File: src/rtl/rvee_mem_pkg.sv
// Shared types and constants for the RVee memory stage.
package rvee_mem_pkg;

    localparam int unsigned XLEN_SUPPORTED = 32;

    typedef enum logic [1:0] {
        MEM_B = 2'd0,
        MEM_H = 2'd1,
        MEM_W = 2'd2
    } mem_size_e;

    typedef enum logic {
        IDLE = 1'b0,
        BUS  = 1'b1
    } state_e;

    localparam logic [3:0] EXC_LD_MISALIGN = 4'd4;
    localparam logic [3:0] EXC_LD_FAULT    = 4'd5;
    localparam logic [3:0] EXC_ST_MISALIGN = 4'd6;
    localparam logic [3:0] EXC_ST_FAULT    = 4'd7;

    // Loads win if both load and store flags are somehow set.
    function automatic logic [3:0] mem_exc_cause(input logic is_load, input logic is_fault);
        logic [3:0] cause;
        if (is_load) begin
            cause = is_fault ? EXC_LD_FAULT : EXC_LD_MISALIGN;
        end else begin
            cause = is_fault ? EXC_ST_FAULT : EXC_ST_MISALIGN;
        end
        return cause;
    endfunction

endpackage

File: src/rtl/rvee_mem_align.sv
// Combinational alignment helper: misalign detect, store lane steering, load lane extract.
module rvee_mem_align
    import rvee_mem_pkg::*;
#(
    parameter int XLEN = 32
) (
    input  logic [1:0]      addr_lo,
    input  logic [1:0]      size,
    input  logic            sext,
    input  logic [XLEN-1:0] st_data,
    input  logic [XLEN-1:0] rdata,
    output logic            misaligned,
    output logic [3:0]      be,
    output logic [XLEN-1:0] wdata,
    output logic [XLEN-1:0] ld_data
);

    logic [XLEN-1:0] lane_s;

    // Store steering and misalignment; size 3 falls through to word.
    always_comb begin
        misaligned = 1'b0;
        be         = 4'b1111;
        wdata      = st_data;
        case (mem_size_e'(size))
            MEM_B: begin
                be    = 4'b0001 << addr_lo;
                wdata = {4{st_data[7:0]}};
            end
            MEM_H: begin
                misaligned = addr_lo[0];
                be         = 4'b0011 << addr_lo;
                wdata      = {2{st_data[15:0]}};
            end
            default: begin
                misaligned = (addr_lo != 2'b00);
                be         = 4'b1111;
                wdata      = st_data;
            end
        endcase
    end

    // Load lane extraction with zero or sign extension.
    always_comb begin
        lane_s  = rdata >> {addr_lo, 3'b000};
        ld_data = lane_s;
        case (mem_size_e'(size))
            MEM_B:   ld_data = {{(XLEN-8){lane_s[7] & sext}}, lane_s[7:0]};
            MEM_H:   ld_data = {{(XLEN-16){lane_s[15] & sext}}, lane_s[15:0]};
            default: ld_data = rdata;
        endcase
    end

endmodule

File: src/rtl/rvee_mem.sv
// RVee memory stage: single-outstanding data bus FSM, writeback and precise exceptions.
module rvee_mem
    import rvee_mem_pkg::*;
#(
    parameter int XLEN = 32
) (
    input  logic            clk,
    input  logic            rst,
    input  logic            ex_valid,
    input  logic [XLEN-1:0] ex_pc,
    input  logic            ex_rd_we,
    input  logic [4:0]      ex_rd,
    input  logic [XLEN-1:0] ex_result,
    input  logic [XLEN-1:0] ex_mem_data,
    input  logic            ex_mem_load,
    input  logic            ex_mem_store,
    input  logic [1:0]      ex_mem_size,
    input  logic            ex_mem_sext,
    output logic            ex_done,
    output logic            ex_idle,
    output logic            dbus_req,
    output logic            dbus_we,
    output logic [XLEN-1:0] dbus_addr,
    output logic [XLEN-1:0] dbus_wdata,
    output logic [3:0]      dbus_be,
    input  logic            dbus_ack,
    input  logic [XLEN-1:0] dbus_rdata,
    input  logic            dbus_err,
    output logic            wb_we,
    output logic [4:0]      wb_rd,
    output logic [XLEN-1:0] wb_data,
    output logic            exception,
    output logic [3:0]      exc_cause,
    output logic [XLEN-1:0] exc_pc,
    output logic [XLEN-1:0] exc_tval
);

    if (XLEN != XLEN_SUPPORTED) begin : g_xlen_check
        $error("rvee_mem: only XLEN=32 is supported");
    end

    state_e          state_q, state_d;
    logic            dbus_req_q, dbus_req_d;
    logic            dbus_we_q, dbus_we_d;
    logic [XLEN-1:0] dbus_addr_q, dbus_addr_d;
    logic [XLEN-1:0] dbus_wdata_q, dbus_wdata_d;
    logic [3:0]      dbus_be_q, dbus_be_d;
    logic            wb_we_q, wb_we_d;
    logic [4:0]      wb_rd_q, wb_rd_d;
    logic [XLEN-1:0] wb_data_q, wb_data_d;
    logic            exc_q, exc_d;
    logic [3:0]      exc_cause_q, exc_cause_d;
    logic [XLEN-1:0] exc_pc_q, exc_pc_d;
    logic [XLEN-1:0] exc_tval_q, exc_tval_d;

    logic            ex_done_s;
    logic            is_mem_s;
    logic            misaligned_s;
    logic [3:0]      be_s;
    logic [XLEN-1:0] wdata_s;
    logic [XLEN-1:0] ld_data_s;

    assign is_mem_s = ex_mem_load | ex_mem_store;

    rvee_mem_align #(.XLEN(XLEN)) u_align (
        .addr_lo    (ex_result[1:0]),
        .size       (ex_mem_size),
        .sext       (ex_mem_sext),
        .st_data    (ex_mem_data),
        .rdata      (dbus_rdata),
        .misaligned (misaligned_s),
        .be         (be_s),
        .wdata      (wdata_s),
        .ld_data    (ld_data_s)
    );

    // Next-state, handshake and output-register computation.
    always_comb begin
        state_d      = state_q;
        dbus_req_d   = dbus_req_q;
        dbus_we_d    = dbus_we_q;
        dbus_addr_d  = dbus_addr_q;
        dbus_wdata_d = dbus_wdata_q;
        dbus_be_d    = dbus_be_q;
        wb_we_d      = 1'b0;
        wb_rd_d      = wb_rd_q;
        wb_data_d    = wb_data_q;
        exc_d        = 1'b0;
        exc_cause_d  = exc_cause_q;
        exc_pc_d     = exc_pc_q;
        exc_tval_d   = exc_tval_q;
        ex_done_s    = 1'b0;

        case (state_q)
            IDLE: begin
                // An instruction arriving alongside an exception pulse is younger: squash it.
                if (ex_valid && exc_q) begin
                    ex_done_s = 1'b1;
                end else if (ex_valid && !is_mem_s) begin
                    ex_done_s = 1'b1;
                    wb_we_d   = ex_rd_we;
                    wb_rd_d   = ex_rd;
                    wb_data_d = ex_result;
                end else if (ex_valid && misaligned_s) begin
                    ex_done_s   = 1'b1;
                    exc_d       = 1'b1;
                    exc_cause_d = mem_exc_cause(ex_mem_load, 1'b0);
                    exc_pc_d    = ex_pc;
                    exc_tval_d  = ex_result;
                end else if (ex_valid) begin
                    state_d      = BUS;
                    dbus_req_d   = 1'b1;
                    dbus_we_d    = ex_mem_store & ~ex_mem_load;
                    dbus_addr_d  = {ex_result[XLEN-1:2], 2'b00};
                    dbus_wdata_d = wdata_s;
                    dbus_be_d    = be_s;
                end else begin
                    ex_done_s = 1'b0;
                end
            end
            BUS: begin
                if (dbus_ack && dbus_err) begin
                    ex_done_s   = 1'b1;
                    state_d     = IDLE;
                    dbus_req_d  = 1'b0;
                    dbus_we_d   = 1'b0;
                    exc_d       = 1'b1;
                    exc_cause_d = mem_exc_cause(ex_mem_load, 1'b1);
                    exc_pc_d    = ex_pc;
                    exc_tval_d  = ex_result;
                end else if (dbus_ack && ex_mem_load) begin
                    ex_done_s  = 1'b1;
                    state_d    = IDLE;
                    dbus_req_d = 1'b0;
                    dbus_we_d  = 1'b0;
                    wb_we_d    = ex_rd_we;
                    wb_rd_d    = ex_rd;
                    wb_data_d  = ld_data_s;
                end else if (dbus_ack) begin
                    ex_done_s  = 1'b1;
                    state_d    = IDLE;
                    dbus_req_d = 1'b0;
                    dbus_we_d  = 1'b0;
                end else begin
                    ex_done_s = 1'b0;
                end
            end
            default: begin
                state_d    = IDLE;
                dbus_req_d = 1'b0;
                dbus_we_d  = 1'b0;
            end
        endcase
    end

    // State and output registers with synchronous reset.
    always_ff @(posedge clk) begin
        if (rst) begin
            state_q      <= IDLE;
            dbus_req_q   <= 1'b0;
            dbus_we_q    <= 1'b0;
            dbus_addr_q  <= {XLEN{1'b0}};
            dbus_wdata_q <= {XLEN{1'b0}};
            dbus_be_q    <= 4'b0000;
            wb_we_q      <= 1'b0;
            wb_rd_q      <= 5'd0;
            wb_data_q    <= {XLEN{1'b0}};
            exc_q        <= 1'b0;
            exc_cause_q  <= 4'd0;
            exc_pc_q     <= {XLEN{1'b0}};
            exc_tval_q   <= {XLEN{1'b0}};
        end else begin
            state_q      <= state_d;
            dbus_req_q   <= dbus_req_d;
            dbus_we_q    <= dbus_we_d;
            dbus_addr_q  <= dbus_addr_d;
            dbus_wdata_q <= dbus_wdata_d;
            dbus_be_q    <= dbus_be_d;
            wb_we_q      <= wb_we_d;
            wb_rd_q      <= wb_rd_d;
            wb_data_q    <= wb_data_d;
            exc_q        <= exc_d;
            exc_cause_q  <= exc_cause_d;
            exc_pc_q     <= exc_pc_d;
            exc_tval_q   <= exc_tval_d;
        end
    end

    assign ex_done    = ex_done_s;
    assign ex_idle    = ~ex_valid | ex_done_s;
    assign dbus_req   = dbus_req_q;
    assign dbus_we    = dbus_we_q;
    assign dbus_addr  = dbus_addr_q;
    assign dbus_wdata = dbus_wdata_q;
    assign dbus_be    = dbus_be_q;
    assign wb_we      = wb_we_q;
    assign wb_rd      = wb_rd_q;
    assign wb_data    = wb_data_q;
    assign exception  = exc_q;
    assign exc_cause  = exc_cause_q;
    assign exc_pc     = exc_pc_q;
    assign exc_tval   = exc_tval_q;

endmodule

File: config.mk
export PLATFORM = sky130hd
export DESIGN_NAME = rvee_mem
export DESIGN_NICKNAME = d
export VERILOG_FILES = /design/src/rtl/rvee_mem_pkg.sv /design/src/rtl/rvee_mem_align.sv /design/src/rtl/rvee_mem.sv
export SDC_FILE = /design/constraint.sdc
export NUM_CORES = 1
export LEC_CHECK = 0
export CORE_MARGIN = 2
export CORE_UTILIZATION = 45
export CTS_BUF_LIST = sky130_fd_sc_hd__clkbuf_2 sky130_fd_sc_hd__clkbuf_4 sky130_fd_sc_hd__clkbuf_8
export DETAILED_ROUTE_END_ITERATION = 12
export GPL_TIMING_DRIVEN = 1
export MAX_ROUTING_LAYER = met4
export PLACE_DENSITY = 0.83
export REMOVE_ABC_BUFFERS = 1
export SETUP_SLACK_MARGIN = 0.05
export SYNTH_ARGS = -nofsm -noshare
export SYNTH_HDL_FRONTEND = slang
export SYNTH_SLANG_ARGS = --single-unit
File: constraint.sdc
create_clock -name clk -period 2.6 [get_ports clk]
set_input_delay 0.39 -clock clk [delete_from_list [all_inputs] [get_ports clk]]
set_output_delay 0.39 -clock clk [all_outputs]
set_load 0.01 [all_outputs]
==> results of run 1 <==
==> final timing paths <==
kind | to | slack (ns) | cells after the start
worst max-delay path | ex_done | 0.16 | 6
worst min-delay path | dbus_wdata[29] | 0.33 | 2
worst max register to register | exc_pc[22] | 0.63 | 6
worst min register to register | dbus_addr[25] | 0.46 | 2
==> registers in the layout, indices dropped and copies added (netlist names) <==
name and flops:
state_q 1, exception 1, dbus_addr 30, exc_tval 32, wb_data 32, exc_pc 32, wb_we 1, dbus_wdata 32
dbus_be 4, dbus_req 1, wb_rd 5, dbus_we 1, exc_cause 3
==> final cells by class <==
type                            count  area share [%]
Multi-Input combinational cell    653            34.8
Clock buffer                       20            2.27
Timing Repair Buffer              350            29.9
Sequential cell                   175            29.6
Tap cell                          225            2.38
Clock inverter                     11           0.920
Antenna cell                        1          0.0211
Inverter                            3          0.0951
==> metal layers <==
metal	share of wire [%]	track usage [%]	up-vias
met5	0	-	-
met2	48	46.7	318
li1	-	-	3694
met3	10	9.70	40
met1	40	32.1	3542
met4	1.9	8.19	0
==> stage by stage <==
stage | utilization (%) | hold slack [ns] | area, sq um | TNS, ns | cells
6_report | 68.4 | 0.330 | 11800 | 0 | 1438
5_1_grt | 68.4 | 0.323 | 11800 | 0 | 1438
4_1_cts | 68.4 | 0.309 | 11800 | 0 | 1437
3_5_place_dp | 66.2 | 0.446 | 11500 | 0 | 1406
3_3_place_gp | 66.2 | 0.440 | 11500 | 0 | 1406
2_1_floorplan | - | 0.459 | 7620 | -477.82 | 831
==> cells by family after synthesis <==
| logic type | count (synthesis) |
|---|---|
| AO/OA/AOI/OAI | 179 |
| multiplexers | 99 |
| buffers and inverters | 82 |
| adder cells (fa/ha/maj) | 1 |
| other | 1 |
| AND/OR/NAND/NOR | 371 |
| flip-flops | 175 |
==> worst max-delay path, delay by kind of cell <==
kind                   cells  cell delay [ns]
AOI/OAI and AO/OA          3             0.46
buffers and inverters      3             1.20
==> Yosys cell counts, drive strengths merged, types with 2 or more instances <==
cell type and number:
dfxtp 175, nand2 162, nand2b 146, mux2i 96, a21oi 65, clkbuf 53
nor2 36, o21ai 27, buf 26, a221oi 18, a311oi 15, a211oi 11
nor2b 11, o32ai 10, a22o 7, a2bb2oi 6, o221ai 6, nand3 4
nand3b 3, a31o 2, clkinv 2, mux2 2, nor3 2, nor3b 2
o21ba 2, or2 2
==> power groups by stage <==
stage	logic, mW	registers [mW]	clock network [mW]
finish	1.38	2.92	1.86
global route	1.48	2.94	1.99
CTS	1.39	2.92	1.89
detailed placement	1.38	2.98	0
global placement	1.36	2.97	0
floorplan	0.501	3.05	0
==> summary.txt, run 1 <==
share of layout cells above drive strength 1 - 6.60%
Gate power share - 22.4%
Worst Path Max Fanout - 5
status - completed
gpl congestion - 0.806
initial antenna violation count - 1
CP peak stage delay - 0.58 ns
CP cell instances - clkdlybuf4s50_1 > buf_4 > a21o_1 > a21oi_1 > o21ai_0 > clkdlybuf4s50_1
count of pins over their slew limit - 0
Hold/Removal Path Class - primary input to flop
pin count of the biggest net entering global routing - 90
#FFs+latches synth - 175
setup violators final - 0
clk buf depth - 2
Yosys warnings - 0
simple-gate share of the synthesized area - 23.0%
Post-synth ARST share - 0%
share of total power in the clock network - 30.2%
complex-gate fraction of the synthesized area - 15.6%
final net count - 1344
maximum vdd drop - 0.000299 V
sw frac - 28.4%
Die X - 137 um
Int Pwr - 4.41 mW
final setup skew - 0.0112 ns
Fill cells - 1436
area occupied by multi-input gates - 4120 sq um
vias per inst - 5.28
Num CTS Buffers - 17
Wirelength per Cell - 18.3 um
Worst-Skew Late Latency - 0.46 ns
Mapped Cells - 908
combinational family with the most area after synthesis - simple AND/OR/NAND/NOR gates
commonest non-fill, non-tap cell in the layout - clkdlybuf4s50_1
worst slew pin tran - 0.576 ns
P&R area growth vs syn - 48.7%
CP arrival - 2.05 ns
GRT overflow - 0
Detailed Place HPWL - 19000 um
Ports - 323
most numerous cell on the critical path - clkdlybuf4s50_1
sequential-to-total area share from yosys stat - 44.0%
routed wire length - 26400 um
Clock Sinks - 175
vias - 7594
Pwr Total - 6.16 mW
RSZ-0062 raised after global routing - false
Place WS - 0.0304 ns
TritonCTS clock tree - done
Buffers on Ports - 319
Post-Synth Adder-Cell Area - 0.126%
commonest non-fill, non-tap cells in the layout - 316 x clkdlybuf4s50_1, 174 x dfxtp_1, 162 x nand2_1
post-synthesis xor/xnor area fraction - 0%
reg-to-reg critical path startpoint - state_q
Iteration-0 DRC Markers - 417
DR pass1 iterations - 5
initial core utilization - 46.0%
fin crit period - 2.44 ns
vias in the first global route - 7357
Die Ht - 137 um
Final ANT Viol Nets - 0
first-pass GRT wire length - 39300 um
power per cell area - 520 nW/um^2
ys flop type - dfxtp_1
Relative slew margins - 61.6%
area leader, netlist - dfxtp_1
Post-synth EDFFs - 0
Max Fclk - 0.409 GHz
Rows - 48
die area - 18800 sq um
GRT Util Overall - 28.1%
CP Capture Type - output pin
leakage - 4.25 nW
multiplexer area fraction after synthesis - 12.6%
Resized Gates After CTS - 0
share of the synthesized area in the top cell type - 44.0%
CORE AREA - 17300 sq um
Post-CTS Setup Inserts - 0
residual DRC count - 0
CP max-delay cell - clkdlybuf4s50_1
Netlist cell types - 46
CTS Hold Bufs - 0
crit share post-route - 94.0%
clock-pin transition on the worst setup and hold timing paths - 0.10 ns
Setup WS post-layout - 0.156 ns
Syn Std Cell Area - 7960 sq um
Flop pwr share - 47.4%
CTS H-tree lvls - 4
crit path from - ex_result[1]
Max Cap Violations - 0
Synth area leaders - dfxtp_1 44%, mux2i_1 12%, nand2b_1 11%
CP Launch Type - primary input
Hold Crit Start - rst
WS Path Type - primary input to output pin
Clock Tree Root - clkbuf_8
Hold Fails Final Rpt - 0
Post-Syn Area per Cell - 8.77 sq um
Critical Path RT - 2.21 ns
P_sw - 1.75 mW
sequential cell area - 3500 sq um
Power figures use the tool's default switching activity.
==> inputs of run 2 (changes only) <==
--- a/config.mk
+++ b/config.mk
@@ -8,6 +8,7 @@
 export CORE_MARGIN = 2
 export CORE_UTILIZATION = 45
 export CTS_BUF_LIST = sky130_fd_sc_hd__clkbuf_2 sky130_fd_sc_hd__clkbuf_4 sky130_fd_sc_hd__clkbuf_8
+export CTS_CLUSTER_SIZE = 28
 export DETAILED_ROUTE_END_ITERATION = 12
 export GPL_TIMING_DRIVEN = 1
 export MAX_ROUTING_LAYER = met4
==> results of run 2 <==
Same layout as run 1: the final DEF is identical, and so are final timing and power.
==> edit, RTL diff (config.mk and constraints of run 1) <==
Reset style: asynchronous (`rst`), changed in one clocked block. Comments in the files are not updated.
--- a/src/rtl/rvee_mem.sv
+++ b/src/rtl/rvee_mem.sv
@@ -154,7 +154,7 @@
     end
 
     // State and output registers with synchronous reset.
-    always_ff @(posedge clk) begin
+    always_ff @(posedge clk or posedge rst) begin
         if (rst) begin
             state_q      <= IDLE;
             dbus_req_q   <= 1'b0;
Function: changed (Yosys sat finds a counterexample within 4 cycles, from zero or initial values and one cycle with rst high; the reset may be asserted at any time).
==> edit against run 1 <==
  * Setup slack got worse by 38 ps
  * Critical path type unchanged
  * Non-clock buffer count is 7 lower
  * Wire length down 12%
  * Cell count is 16% lower
  * Synthesized cell count is 28% lower
  * Synthesized area decreased by 3.5%
  * Sequential cell count stayed put
  * Design area shrank 1.8%
  * Global-route usage fell by 1.2 points
  * First-iteration DRC count fell by 14%
Power is not compared: it rests on default switching activity, and its combinational part moved more than twofold at a synthesized area within 25%.
==> edit: results (changes against run 1) <==
Worst setup path
  – CP arrival: 2090 ps (+40 ps)
  – Crit path max fanout: 4 (-1)

Placed design
  – Placed insts: 1169 (-17%)
  – Routability cong.: 0.845 (+4.9%)
  – DP Area: 11200 µm² (-2.5%)
  – Buffers added on ports: 319 (unchanged)
  – Detail Placement HPWL: 17000 µm (-11%)

Synth
  – Synth Flop Type: dfrtp_1
  – Seq/Total Area, Yosys: 57.0% (+13 points)
  – Async S/R FF share, synth: 100% (+100 points)
  – Synth top area cells: dfrtp_1 (57%), mux2_2 (15%), nand2_1 (4.1%)
  – Synth Instances: 654 (-28%)

Detailed routing
  – Via count of the routed design: 6347 (-16%)
  – Drt pass-1 iters: 4 (-1)
  – WL final: 23200 µm (-12%)
  – DRC marker count from the first detailed-route iteration: 358 (-14%)
  – Avg Vias per Cell: 5.28 (about the same)

Layout
  – Fillers: 1237 (-14%)
  – Final nets: 1112 (-17%)
  – Layout cells sized above 1: 17.3% (+11 points)

Timing
  – Worst rel slew slack: 46.5% (-15 points)
  – Clock skew: 14.7 ps (+3.46 ps)

Clock network
  – Clock-pin slew on the worst setup and hold paths: 90 ps

Outcome
  – Status: completed

GRT
  – First-pass GRT wire length: 36400 µm (-7.4%)
  – Vias in the first global route: 6570 (-11%)

Min path
  – Hold Path Class: in2async

Floorplanning
  – Core area: 16600 µm² (-3.8%)
edit: through the flow:
step	power, mW	setup slack, ps	TNS, ps
after floorplan	5.75	-2540	-629280
after global placement	8.31	73.0	0
after detailed placement	8.43	36.7	0
after CTS	10.6	145	0
after global routing	11.1	21.0	0
final	10.5	118	0
edit: cell families (layout without fill, tap and decap cells):
family	count (synthesis)	in the layout	share of synthesized area [%]
AOI/OAI and AO/OA	133	133	11.4
buffers and inverters	56	381	3.78
DFF	175	175	57.0
muxes	134	134	19.3
other	1	4	0.0488
and+or+nand+nor	155	155	8.49
edit: worst paths after layout:
check / startpoint / endpoint / slack [ps] / cells after the start
worst max-delay path: ex_result[1] / ex_idle / 120 / 6
worst min-delay path: rst / exc_pc[20] / 370 / 2
worst max register to register: state_q / wb_data[13] / 600 / 5
worst min register to register: exc_cause[2] / exc_cause[2] / 480 / 1
max in group asynchronous: rst / wb_data[10] / 1580 / 3
min in group clk: ex_rd[0] / wb_rd[0] / 470 / 3
edit: timing repair:
action / 4_1_cts / 5_1_grt
resized for setup: 1 / 1
setup buffers: 0 / 0
gates cloned: 0 / 0
setup endpoints to repair: 2 / 1
pin swaps: 0 / 0
edit: power by group:
part	internal, mW	total, mW	switching (mW)
clock network	1.08	2.13	1.05
registers	3.67	4.16	0.489
logic	2.51	4.20	1.69
total	7.26	10.5	3.22
edit: final cells by class:
type | count | area share (%)
diodes | 1 | 0.0215
clock buffers | 18 | 2.08
clock inverters | 14 | 1.74
repair buffers | 343 | 29.6
multi-input cells | 425 | 26.2
flip-flops and latches | 175 | 37.7
inverters | 6 | 0.237
well taps | 220 | 2.37
edit: worst max-delay path: stages:
cell	delay (ps)
clkdlybuf4s50_1	570
a21oi_2	130
nor2_1	150
nor2b_1	90
o211ai_1	170
clkdlybuf4s50_1	600
edit: routing by layer:
layer | wire (µm) | part of all wire, % | track usage (%)
met3 | 1710 | 7.4 | 7.28
met1 | 9260 | 40 | 32.5
met2 | 11600 | 50 | 43.7
met4 | 629 | 2.7 | 9.30
met5 | 0 | 0 | -
